<file path="src/rtl/ramenable_mapper.sv">
// ramenable_mapper: runtime-loaded CPU address to chip-select mapper.
// Banked lookup table with glitch-free bank switching at phi2 fall.
module ramenable_mapper #(
   parameter  int ADDR_W         = 16,
   parameter  int IDX_BITS       = 5,
   parameter  int CFG_W          = 4,
   parameter  int CH             = 2,
   parameter  int SWITCH_TIMEOUT = 255,
   localparam int TBL_AW         = CFG_W + 1 + IDX_BITS
) (
   input  logic              fpga_clk,
   input  logic              rst_n,
   input  logic [ADDR_W-1:0] address,
   input  logic              phi2,
   input  logic              rwbar,
   input  logic [CFG_W-1:0]  configuration,
   input  logic              cfg_load,
   input  logic              tbl_reload,
   input  logic              tbl_wr_valid,
   output logic              tbl_wr_ready,
   input  logic [TBL_AW-1:0] tbl_wr_addr,
   input  logic [CH-1:0]     tbl_wr_data,
   input  logic              tbl_done,
   output logic [CH-1:0]     cs,
   output logic              we,
   output logic [CFG_W-1:0]  active_cfg,
   output logic              cfg_pending,
   output logic              running
);

   localparam int TBL_DEPTH = 2 ** TBL_AW;
   localparam int CNT_W     = $clog2(SWITCH_TIMEOUT + 1);
   localparam logic [CNT_W-1:0] CNT_MAX = CNT_W'(SWITCH_TIMEOUT);

   typedef enum logic [1:0] {
      ST_LOAD   = 2'b00,
      ST_RUN    = 2'b01,
      ST_SWITCH = 2'b10
   } state_t;

   state_t            r_state;
   logic [CFG_W-1:0]  r_active_cfg;
   logic [CFG_W-1:0]  r_pend_cfg;
   logic              r_cfg_pending;
   logic              r_running;
   logic [CNT_W-1:0]  r_cnt;
   logic              r_phi2_s1;
   logic              r_phi2_s2;
   logic [CH-1:0]     r_entry_q;
   logic [CH-1:0]     r_tbl [TBL_DEPTH];

   logic [TBL_AW-1:0] w_idx;
   logic [CFG_W-1:0]  w_wr_bank;
   logic              w_wr_en;
   logic              w_fall;
   logic              w_unused_addr;

   assign w_idx     = {r_active_cfg, rwbar, address[ADDR_W-1 -: IDX_BITS]};
   assign w_wr_bank = tbl_wr_addr[TBL_AW-1 -: CFG_W];
   assign w_wr_en   = tbl_wr_valid & tbl_wr_ready;
   assign w_fall    = r_phi2_s2 & ~r_phi2_s1;
   assign w_unused_addr = ^address[ADDR_W-IDX_BITS-1:0];

   // Write acceptance: banks in use (active or pending) are protected.
   always_comb begin
      tbl_wr_ready = 1'b0;
      case (r_state)
         ST_LOAD:   tbl_wr_ready = 1'b1;
         ST_RUN:    tbl_wr_ready = (w_wr_bank != r_active_cfg);
         ST_SWITCH: tbl_wr_ready = (w_wr_bank != r_active_cfg) &&
                                   (w_wr_bank != r_pend_cfg);
         default:   tbl_wr_ready = 1'b0;
      endcase
   end

   // Table storage, deliberately not cleared by reset.
   always_ff @(posedge fpga_clk) begin
      if (w_wr_en)
         r_tbl[tbl_wr_addr] <= tbl_wr_data;
   end

   // Registered lookup of the current bank entry.
   always_ff @(posedge fpga_clk or negedge rst_n) begin
      if (!rst_n)
         r_entry_q <= '0;
      else
         r_entry_q <= r_tbl[w_idx];
   end

   // Two-flop synchroniser for the asynchronous phi2 clock.
   always_ff @(posedge fpga_clk or negedge rst_n) begin
      if (!rst_n) begin
         r_phi2_s1 <= 1'b0;
         r_phi2_s2 <= 1'b0;
      end else begin
         r_phi2_s1 <= phi2;
         r_phi2_s2 <= r_phi2_s1;
      end
   end

   // Load / run / bank-switch control with registered status outputs.
   always_ff @(posedge fpga_clk or negedge rst_n) begin
      if (!rst_n) begin
         r_state       <= ST_LOAD;
         r_active_cfg  <= '0;
         r_pend_cfg    <= '0;
         r_cfg_pending <= 1'b0;
         r_running     <= 1'b0;
         r_cnt         <= '0;
      end else begin
         case (r_state)
            ST_LOAD: begin
               if (tbl_done) begin
                  r_state      <= ST_RUN;
                  r_running    <= 1'b1;
                  r_active_cfg <= configuration;
               end
            end
            ST_RUN: begin
               if (tbl_reload) begin
                  r_state   <= ST_LOAD;
                  r_running <= 1'b0;
               end else if (cfg_load) begin
                  r_state       <= ST_SWITCH;
                  r_pend_cfg    <= configuration;
                  r_cfg_pending <= 1'b1;
                  r_cnt         <= '0;
               end
            end
            ST_SWITCH: begin
               if (tbl_reload) begin
                  r_state       <= ST_LOAD;
                  r_running     <= 1'b0;
                  r_cfg_pending <= 1'b0;
               end else if (w_fall || (r_cnt == CNT_MAX)) begin
                  r_state       <= ST_RUN;
                  r_active_cfg  <= r_pend_cfg;
                  r_cfg_pending <= 1'b0;
               end else begin
                  if (cfg_load)
                     r_pend_cfg <= configuration;
                  if (r_cnt != CNT_MAX)
                     r_cnt <= r_cnt + 1'b1;
               end
            end
            default: begin
               r_state       <= ST_LOAD;
               r_running     <= 1'b0;
               r_cfg_pending <= 1'b0;
            end
         endcase
      end
   end

   assign cs          = {CH{r_running & phi2}} & r_entry_q;
   assign we          = r_running & phi2 & ~rwbar;
   assign active_cfg  = r_active_cfg;
   assign cfg_pending = r_cfg_pending;
   assign running     = r_running;

endmodule

</file>
<file path="config.mk">
export PLATFORM = sky130hd
export DESIGN_NAME = ramenable_mapper
export DESIGN_NICKNAME = d
export VERILOG_FILES = /design/src/rtl/ramenable_mapper.sv
export SDC_FILE = /design/constraint.sdc
export NUM_CORES = 2
export LEC_CHECK = 0
export ABC_CLOCK_PERIOD_IN_PS = 5030
export CORE_UTILIZATION = 46
export CTS_CLUSTER_SIZE = 25
export DETAILED_ROUTE_END_ITERATION = 7
export PLACE_DENSITY = 0.66
export SYNTH_ARGS = -nofsm -noshare
export SYNTH_HDL_FRONTEND = slang
export SYNTH_SLANG_ARGS = --single-unit
</file>
<file path="constraint.sdc">
create_clock -name fpga_clk -period 5.03 [get_ports fpga_clk]
set_input_delay 0.7545 -clock fpga_clk [delete_from_list [all_inputs] [get_ports fpga_clk]]
set_output_delay 0.7545 -clock fpga_clk [all_outputs]
set_load 0.02 [all_outputs]
</file>
==> metrics <==
status=finished, final reports clean; area delta synth->final=12.39%; largest net degree at the start of global routing=180; DRC viols=0; setup bufs post-CTS=0; synthesized-area fraction occupied by adder cells=less than 1%; crit end category=output port; die area=185,900 µm²; syn nets=5,010; Power Internal=between 20 and 30 mW; M1 GR Usage=33.27%; Psw=8.468 mW; Clock Tree Root=clkbuf_16; Core ar.=183,100 µm²; antenna violations before repair=7; xor/xnor share of the synthesized area=0.1034%; worst min path class=in -> reg; CP max-delay cell=clkdlybuf4s50_1; Net Sw Frac=23.10%; crit path DAT=about 3300 ps; ANT nets after route=0; drt first pass iters=5; Synth area leader=edfxtp_1; Final Skew=23.02 ps; grt ovf=0; Worst IR Drop VDD=0.3093 mV; Layout Nets=a little over 5,000; CP cell instances=inv_1, ha_1, o41a_1, o21ai_0, a21oi_1, buf_4, clkdlybuf4s50_1; CTS tree=yes; vias=47,048; final hold slack=397.4 ps; grt met2 use=39.35%; die width=431.2 µm; RSZ-0062 raised after global routing=false; EDFF count, synth=~2,000; post-CTS sizing=0; Initial DRC Count=6,356; vias in the first global route=47,212; DR WL/cell=slightly below 30 µm; Worst path top cell family by delay=buffers and inverters; share of cells above drive strength 1=19.13%; PD cells=385.0 nW/µm²; initial core utilization=between 40% and 50%; DP HPWL=134,300 µm; RR Startpoint=r_state[0]$_DFFE_PN0P_; number of fillers in the final layout=14,832; total CTS buffers=200; hold path start=tbl_wr_data[0]; commonest non-fill, non-tap cell in the layout=edfxtp_1; DP Area=slightly below 90,000 µm²; GR peak layer=met2; YS warnings=0; total power=36.66 mW; most frequent cells in the layout=edfxtp_1 (2,048), nor2_1 (1,076), mux4_2 (426); Final setup viols=0; Hold Path Sink=r_tbl[573][0]$_DFFE_PP_; clock share of power=39.6%; Vias per Instance=6.128; Worst Path Class, Setup=reg -> out; Fin. Hold Viols=0; Achievable Freq=approximately 240 MHz; Top Ports=50; TritonCTS Sinks=2,072; hold buffers post-CTS=0; slew margin rel.=between 10% and 20%; synthesized area per cell=17.07 µm²; Seq/Total Area, Yosys=73.29%; Post-synth top flop=edfxtp_1; post-route cell area=approximately 95,000 µm²; chip height=roughly 430 µm; Worst R2R Path Depth=10; main combinational cell family by area after synthesis=multiplexers; Async SR Flop Fraction=1.158%; Clock Latency Late Sink=830 ps; slowest stage delay, CP=660 ps; Synth Register Bits=2,072; crit share post-route=81.26%; final design utilization=52.02%; Max Fanout on Critical Path=15; met3 usage=4.680%; multiplexer area fraction after synthesis=between 10 and 15%; Reg2Reg Setup Slack=1180 ps; gr usage total=approximately a quarter; Leakage=29.43 nW; Fin Setup TNS=0 ps; IO Port Bufs=38; H-Tree Depth=4; first-pass GRT wire length=327,300 µm; max-slew violation count=0; post-synth top area share=72.58%; hold path cells=1; Routed WL=227,100 µm; top post-synthesis cells by area=edfxtp_1 (73%), mux4_2 (11%), nor2_1 (4.8%); max-cap viol count=0; Simple-Gate Fraction of Synth Area=6.663%; CP startpoint kind=flip-flop; row count=roughly 160; crit path time final=4087 ps; GP Congestion=0.8604; synthesized instance count=4,965; power share of the combinational group=under 10%; sequential share of power=52.3%; Synth Area in Compound Gates=under 10%; worst reg2reg path endpoint=r_tbl[475][0]$_DFFE_PP_; Max clock buf depth=3; Post-Syn Area=84,730 µm²; Worst Path Required=between 4000 and 5000 ps; Worst Path Buf+Inv=3; Worst-Margin Slew=approximately 1200 ps; clock-pin slew on the worst setup and hold paths=60 ps; Synth cell types=68
-- layer usage --
metal / wire, µm / up-vias
li1: - / 19585
met1: 87500 / 24662
met2: 109400 / 2388
met3: 21590 / 411
met4: 8612 / 2
met5: 13 / -
-- power by group through the flow --
stage	clock, mW	combinational, mW	sequential (mW)
2_1_floorplan	0	1.47	19.5
3_3_place_gp	0	2.92	19.5
3_5_place_dp	0	2.93	19.5
4_1_cts	14.6	2.94	19.2
5_1_grt	15.3	3.10	19.2
6_report	14.5	2.96	19.2
-- synthesized netlist by cell type, types with 36 or more instances --
| master | instances |
|---|---|
| nor2_1 | 1077 |
| nor3_1 | 45 |
| mux4_2 | 426 |
| o22ai_1 | 62 |
| nand2_1 | 171 |
| clkbuf_1 | 262 |
| a22oi_1 | 44 |
| edfxtp_1 | 2048 |
| a21oi_1 | 80 |
| o221ai_1 | 84 |
| buf_2 | 56 |
| buf_4 | 36 |
| mux2i_1 | 243 |
-- sequential cells by signal, indices dropped and copies added (netlist names), 2 cells and up --
signal / cells
r_state: 2
r_cnt: 8
r_entry_q: 2
r_pend_cfg: 4
r_tbl: 2048
active_cfg: 4
-- per-stage QoR --
step / cells / setup slack [ps]
2_1_floorplan: 4965 / 1743
3_3_place_gp: 7308 / 395.1
3_5_place_dp: 7308 / 357.8
4_1_cts: 7677 / 875.1
5_1_grt: 7677 / 797.4
6_report: 7678 / 942.7
-- worst max path at each step --
stage                                 from                 endpoint  slack (ps)  cells past startpoint
finish              r_state[0]$_DFFE_PN0P_             tbl_wr_ready         940                      7
global route        r_state[0]$_DFFE_PN0P_             tbl_wr_ready         800                      7
CTS                 r_state[0]$_DFFE_PN0P_             tbl_wr_ready         880                      7
detailed placement             address[11]   r_entry_q[1]$_DFF_PN0_         360                     10
global placement               address[11]   r_entry_q[1]$_DFF_PN0_         400                     10
floorplan                   tbl_wr_addr[9]  r_tbl[256][0]$_DFFE_PP_        1740                     10
-- worst register-to-register path, delay by kind of cell (launching register included) --
kind | cells | cell delay, ps
simple gates | 3 | 1330
flops | 1 | 410
buf+inv | 3 | 750
compound gates | 3 | 510
fa+ha+maj | 1 | 560
-- area by class of cell --
cell class	instances	area (µm²)	area share (%)
flip-flops and latches	2072	62100	65.21
multi-input cells	2485	20840	21.88
clock buffers	252	5264	5.527
well taps	2464	3083	3.237
repair buffers	275	2918	3.064
clock inverters	117	975.9	1.025
inverters	12	48.80	0.05124
diodes	1	2.502	0.002628
-- kinds of logic (layout without fill, tap and decap cells) --
logic type                 Yosys count  count (layout)
buffers and inverters              408             656
and+or+nand+nor                   1407            1407
other                                0               1
muxes                              681             681
xor gates and xnor gates            10              10
AOI/OAI and AO/OA                  382             382
adders and majority gates            5               5
DFF                               2072            2072
Power figures use the tool's default switching activity.
